$ cat src/rtl/icache_pkg.sv
// Shared geometry, address-field widths and FSM state type for the
// instruction-cache fetch responder.
package icache_pkg;

    localparam int unsigned ADDR_WIDTH = 32;
    localparam int unsigned DATA_WIDTH = 32;
    localparam int unsigned LINE_WORDS = 4;
    localparam int unsigned NUM_LINES  = 16;

    localparam int unsigned WOFF_W      = $clog2(LINE_WORDS);
    localparam int unsigned INDEX_W     = $clog2(NUM_LINES);
    localparam int unsigned TAG_W       = ADDR_WIDTH - INDEX_W - WOFF_W - 2;
    localparam int unsigned LINE_ADDR_W = TAG_W + INDEX_W;

    typedef enum logic [1:0] {
        IDLE      = 2'd0,
        REFILL    = 2'd1,
        FILL_DONE = 2'd2
    } state_e;

endpackage

$ cat src/rtl/icache_line_store.sv
// Direct-mapped tag/valid/data arrays: combinational hit and word read,
// one word-write port that also installs the tag and valid bit on the last word.
module icache_line_store
    import icache_pkg::*;
(
    input  logic                  clk,
    input  logic                  rst,
    input  logic [INDEX_W-1:0]    rd_index,
    input  logic [TAG_W-1:0]      rd_tag,
    input  logic [WOFF_W-1:0]     rd_woff,
    output logic                  rd_hit_c,
    output logic [DATA_WIDTH-1:0] rd_data_c,
    input  logic                  wr_en,
    input  logic                  wr_last,
    input  logic [INDEX_W-1:0]    wr_index,
    input  logic [WOFF_W-1:0]     wr_woff,
    input  logic [TAG_W-1:0]      wr_tag,
    input  logic [DATA_WIDTH-1:0] wr_data
);

    logic [NUM_LINES-1:0]  valid_q;
    logic [NUM_LINES-1:0]  valid_d;
    logic [TAG_W-1:0]      tag_q  [NUM_LINES];
    logic [DATA_WIDTH-1:0] data_q [NUM_LINES][LINE_WORDS];

    always_comb begin
        valid_d = valid_q;
        if (wr_en && wr_last) begin
            valid_d[wr_index] = 1'b1;
        end
    end

    always_ff @(posedge clk) begin
        if (rst) begin
            valid_q <= '0;
        end else begin
            valid_q <= valid_d;
        end
    end

    // Tag and data storage carry no reset; the valid bits guard them.
    always_ff @(posedge clk) begin
        if (wr_en) begin
            data_q[wr_index][wr_woff] <= wr_data;
            if (wr_last) begin
                tag_q[wr_index] <= wr_tag;
            end
        end
    end

    assign rd_hit_c  = valid_q[rd_index] && (tag_q[rd_index] == rd_tag);
    assign rd_data_c = data_q[rd_index][rd_woff];

endmodule

$ cat src/rtl/icache_fetch_responder.sv
// Instruction fetch responder: zero-latency hits from a direct-mapped cache,
// one-line refill bursts from main memory on a miss, Stall back to the PC.
module icache_fetch_responder
    import icache_pkg::*;
(
    input  logic                  CLK,
    input  logic                  RST,
    input  logic [ADDR_WIDTH-1:0] current_instr,
    output logic [DATA_WIDTH-1:0] instr_out,
    output logic                  Stall,
    output logic                  mem_req,
    output logic [ADDR_WIDTH-1:0] mem_addr,
    input  logic                  mem_valid,
    input  logic [DATA_WIDTH-1:0] mem_rdata
);

    state_e                   state_q, state_d;
    logic [WOFF_W-1:0]        beat_q, beat_d;
    logic [LINE_ADDR_W-1:0]   line_q, line_d;

    logic [WOFF_W-1:0]        req_woff;
    logic [INDEX_W-1:0]       req_index;
    logic [TAG_W-1:0]         req_tag;
    logic                     hit_c;
    logic [DATA_WIDTH-1:0]    rd_data_c;
    logic                     wr_en;
    logic                     wr_last;
    logic                     unused_byte_off;

    assign req_woff        = current_instr[2 +: WOFF_W];
    assign req_index       = current_instr[2 + WOFF_W +: INDEX_W];
    assign req_tag         = current_instr[ADDR_WIDTH-1 -: TAG_W];
    assign unused_byte_off = ^current_instr[1:0];

    icache_line_store u_store (
        .clk       (CLK),
        .rst       (RST),
        .rd_index  (req_index),
        .rd_tag    (req_tag),
        .rd_woff   (req_woff),
        .rd_hit_c  (hit_c),
        .rd_data_c (rd_data_c),
        .wr_en     (wr_en && !RST),
        .wr_last   (wr_last),
        .wr_index  (line_q[INDEX_W-1:0]),
        .wr_woff   (beat_q),
        .wr_tag    (line_q[LINE_ADDR_W-1:INDEX_W]),
        .wr_data   (mem_rdata)
    );

    always_ff @(posedge CLK) begin
        if (RST) begin
            state_q <= IDLE;
            beat_q  <= '0;
            line_q  <= '0;
        end else begin
            state_q <= state_d;
            beat_q  <= beat_d;
            line_q  <= line_d;
        end
    end

    // Refill writes land in the latched line, so a PC change mid-burst cannot redirect them.
    always_comb begin
        state_d = state_q;
        beat_d  = beat_q;
        line_d  = line_q;
        wr_en   = 1'b0;
        wr_last = 1'b0;
        unique case (state_q)
            IDLE: begin
                if (!hit_c) begin
                    line_d  = {req_tag, req_index};
                    state_d = REFILL;
                end
            end
            REFILL: begin
                if (mem_valid) begin
                    wr_en  = 1'b1;
                    beat_d = beat_q + WOFF_W'(1);
                    if (beat_q == WOFF_W'(LINE_WORDS - 1)) begin
                        wr_last = 1'b1;
                        beat_d  = '0;
                        state_d = FILL_DONE;
                    end
                end
            end
            FILL_DONE: begin
                state_d = IDLE;
            end
            default: begin
                state_d = IDLE;
            end
        endcase
    end

    // Stall and instr_out stay combinational so the PC sees them on the same edge.
    assign Stall     = RST || (state_q != IDLE) || !hit_c;
    assign instr_out = RST ? '0 : rd_data_c;
    assign mem_req   = !RST && (state_q == REFILL);
    assign mem_addr  = RST ? '0 : {line_q, {(WOFF_W + 2){1'b0}}};

endmodule

$ cat config.mk
export PLATFORM = sky130hd
export DESIGN_NAME = icache_fetch_responder
export DESIGN_NICKNAME = d
export VERILOG_FILES = /design/src/rtl/icache_pkg.sv /design/src/rtl/icache_line_store.sv /design/src/rtl/icache_fetch_responder.sv
export SDC_FILE = /design/constraint.sdc
export NUM_CORES = 2
export LEC_CHECK = 0
export BUFFER_PORTS_ARGS = -buffer_cell sky130_fd_sc_hd__buf_2
export CAP_MARGIN = 20
export CORE_MARGIN = 2
export CORE_UTILIZATION = 45
export DETAILED_ROUTE_END_ITERATION = 8
export GPL_ROUTABILITY_DRIVEN = 0
export PLACE_DENSITY = 0.71
export SLEW_MARGIN = 0
export SYNTH_ARGS = -nofsm -noshare
export SYNTH_HDL_FRONTEND = slang
export SYNTH_SLANG_ARGS = --single-unit
$ cat constraint.sdc
create_clock -name CLK -period 4.6 [get_ports CLK]
set_input_delay 0.23 -clock CLK [delete_from_list [all_inputs] [get_ports CLK]]
set_output_delay 0.23 -clock CLK [all_outputs]
set_load 0.005 [all_outputs]
==> impl_results.md <==
- Run status: completed
- CP max-delay cell: mux4_2
- Main synth FF type: edfxtp_1
- Initial drt markers: 6692
- Multi-input logic area: 21000 µm²
- Clk pin slew, worst setup/hold paths: 0.06 ns
- Total gr overflow: 0
- Die Ht: 464 µm
- Int Pwr: 0.0362 W
- Nets: 4491
- Synthesis-to-layout area growth: 14.6%
- Post-CTS setup buffer count: 0
- Post-synth cell types: 69
- Async S/R FF share, synth: 0%
- Core ar.: 211000 µm²
- Drt total wl: 240000 µm
- Wirelength per Cell: 32.3 µm
- Largest fanout on the critical path: 63
- Clock network power share: 41.0%
- Maximum VDD drop: 441 µV
- Tot Pwr: 0.0458 W
- Gates resized, CTS repair: 0
- Final worst-path cycle share: 86.9%
- GRT Total Usage: 22.1%
- Power density cells: 419 nW/µm²
- Synth Instances: 4015
- Clock skew: 0.0819 ns
- RSZ-0062 raised after global routing: false
- Remaining DRCs: 0
- CP Capture Type: output pin
- Sequential fraction of design power: 54.4%
- Pin count of the biggest net entering global routing: 97
- IO buf count: 126
- Syn_area_per_cell: 23.8 µm²
- Final setup fails: 0
- Critical path class: in2out
- WP buf/inv: 4
- Fmax: 0.250 GHz
- Final Max Slew Viols: 0
- Die X: 464 µm
- Largest cells by area after synthesis: edfxtp_1, mux4_2, dfxtp_1
- H-tree Lvls: 4
- Number of flops mapped to enable cells by yosys: 2432
- Worst EP arrival: 3.77 ns
- Initial antenna violation count: 13
- Setup TNS: 0 ns
- Vias: 45700
- Vias/cell: 6.15
- Ports: 133
- #FFs+latches synth: 2480
- Synthesis Warnings: 0
- Clk sinks: 2480
- # rows: 169
- Worst Tran Pin Value: 1.11 ns
- Worst skew pair latency: 0.87 ns
- Gate power share: 4.6%
- Critical path's top delay family: buffers and inverters
- Max Cap Viol: 0
- Root buffer selected by CTS: clkbuf_16
- Seq/Total Area, Yosys: 77.5%
- Total CTS buffers: 230
- Worst Hold Class: in2reg
- Setup WS post-layout: 0.604 ns
- Worst-path cell chain: buf_8, buf_12, buf_4, mux4_2, mux4_2, nor2b_1, a211oi_1, a311oi_1, buf_2
- Final min period: 4.00 ns
- Psw: 0.00962 W
- Clock buffer depth: 3
- Filler cells: 15900
- Netlist Area Pre-Place: 95400 µm²
- DPL Wire Length: 127000 µm
- CP peak stage delay: 0.55 ns
- Die ar.: 216000 µm²
- Fin. Hold Viols: 0
- Layout cells sized above 1: 32.3%
- Vias in the first global route: 45400
- Slew Limit Headroom: 26.1%
- Dpl ws: 0.608 ns
- CP dominant cell by count: mux4_2
- Global-route wire length before repair: 338000 µm
- Sw frac: 21.0%
- Static leakage: 34.3 nW
- CTS tree: done
- DRT antenna net count: 0
- Worst path required time: 4.37 ns
- Register area: 74000 µm²
- Post-synth top area share: 76.5%
- Initial Utilization: 45.1%
- Crit path launch type: input port
- Pre-antenna DRT Iters: 9
- Cell taking the most area after synthesis: edfxtp_1
[Yosys cell counts (all sizes together) (4+ instances only)]
| cell type | number |
|---|---|
| xor2 | 11 |
| a311oi | 11 |
| mux4 | 726 |
| mux2 | 38 |
| nand3 | 7 |
| a22oi | 20 |
| a21oi | 8 |
| nand2 | 45 |
| dfxtp | 48 |
| inv | 9 |
| a22o | 4 |
| nor2 | 135 |
| nand3b | 4 |
| nor4 | 7 |
| a221oi | 6 |
| a211oi | 36 |
| o21ai | 10 |
| edfxtp | 2432 |
| ha | 4 |
| and3 | 4 |
| o22ai | 4 |
| nor3 | 4 |
| a2111oi | 4 |
| and2 | 18 |
| xnor2 | 10 |
| buf | 136 |
| clkbuf | 83 |
| nand4 | 4 |
| mux2i | 66 |
| nor2b | 87 |
[worst min-delay path: stages]
cell and delay [ns]:
buf_4 0.26, nor2b_1 0.20, mux2_4 0.16
[cells in the final DEF (no fill, tap or decap), drive strengths merged, types with 5 or more instances in the layout]
master	Yosys	routed
a211oi	36	36
bufinv	0	20
nand2	45	45
dfxtp	48	48
clkbuf	83	282
and2	18	18
a311oi	11	11
inv	9	19
a22oi	20	20
o21ai	10	10
nor4	7	7
diode	0	6
mux2i	66	66
a21oi	8	8
xor2	11	11
nor2	135	135
nand3	7	7
xnor2	10	10
clkinvlp	0	5
edfxtp	2432	2432
mux4	726	726
nor2b	87	87
a221oi	6	6
clkinv	0	108
mux2	38	38
buf	136	313
dlygate4sd3	0	76
[flip-flops by register name, summed over array words and instances (netlist names)]
name,count
u_store.data_q,2048
u_store.tag_q,384
line_q,28
u_store.valid_q,16
beat_q,2
state_q,2
[per-layer routing]
| metal | global-route usage [%] | routed length (µm) | up-vias |
|---|---|---|---|
| met5 | 0 | 0 | - |
| met4 | 7.86 | 8500 | 0 |
| met3 | 5.05 | 26200 | 420 |
| met2 | 33.9 | 113000 | 2714 |
| met1 | 31.4 | 92600 | 24600 |
| li1 | - | - | 18000 |
[repair_timing]
item / CTS / global route
setup endpoints to repair: 0 / 0
hold buffers: 72 / 4
hold endpoints to repair: 134 / 224
[area by class of cell]
cell class	instances	area share (%)
Antenna cell	6	0.0137
Clock buffer	282	5.47
Tap cell	2821	3.23
Timing Repair Buffer	389	3.09
Multi-Input combinational cell	1310	19.2
Clock inverter	143	1.36
Sequential cell	2480	67.6
Inverter	9	0.0355
[cell families (layout without fill, tap and decap cells)]
kind of cell | after synthesis | after routing | share of synthesized area [%]
xor+xnor | 21 | 21 | 0.193
mux | 830 | 830 | 18.4
buf+inv | 228 | 823 | 1.13
fa+ha+maj | 4 | 4 | 0.0524
simple gates | 324 | 324 | 1.67
compound gates | 127 | 127 | 1.04
other cells | 1 | 10 | 0.00393
flops | 2480 | 2480 | 77.5
[per-stage QoR]
| stage | util (%) | instance area, µm² | hold WS (ns) | instances |
|---|---|---|---|---|
| floorplan | - | 95400 | 0.329 | 4018 |
| finish | 51.7 | 109000 | 0.0539 | 7440 |
| global route | 51.7 | 109000 | 0.0726 | 7437 |
| global placement | 47.8 | 101000 | 0.449 | 6929 |
| CTS | 51.7 | 109000 | 0.0000321 | 7426 |
| detailed placement | 47.8 | 101000 | 0.457 | 6929 |
[worst paths after layout]
check                         from                   to  slack (ns)  cells past startpoint
min reg2reg    u_store.valid_q[13]  u_store.valid_q[13]        0.48                      2
min                            RST           line_q[26]        0.05                      3
max reg2reg  u_store.tag_q[12][10]           line_q[11]        0.70                     10
max               current_instr[4]        instr_out[15]        0.60                      9
[power groups by stage]
stage	combinational, W	clock [W]	sequential, W
3_5_place_dp	0.00204	0	0.0254
2_1_floorplan	0.00127	0	0.0254
5_1_grt	0.00224	0.0199	0.0249
3_3_place_gp	0.00201	0	0.0254
4_1_cts	0.00211	0.0190	0.0249
6_report	0.00211	0.0188	0.0249
Power figures use the tool's default switching activity.
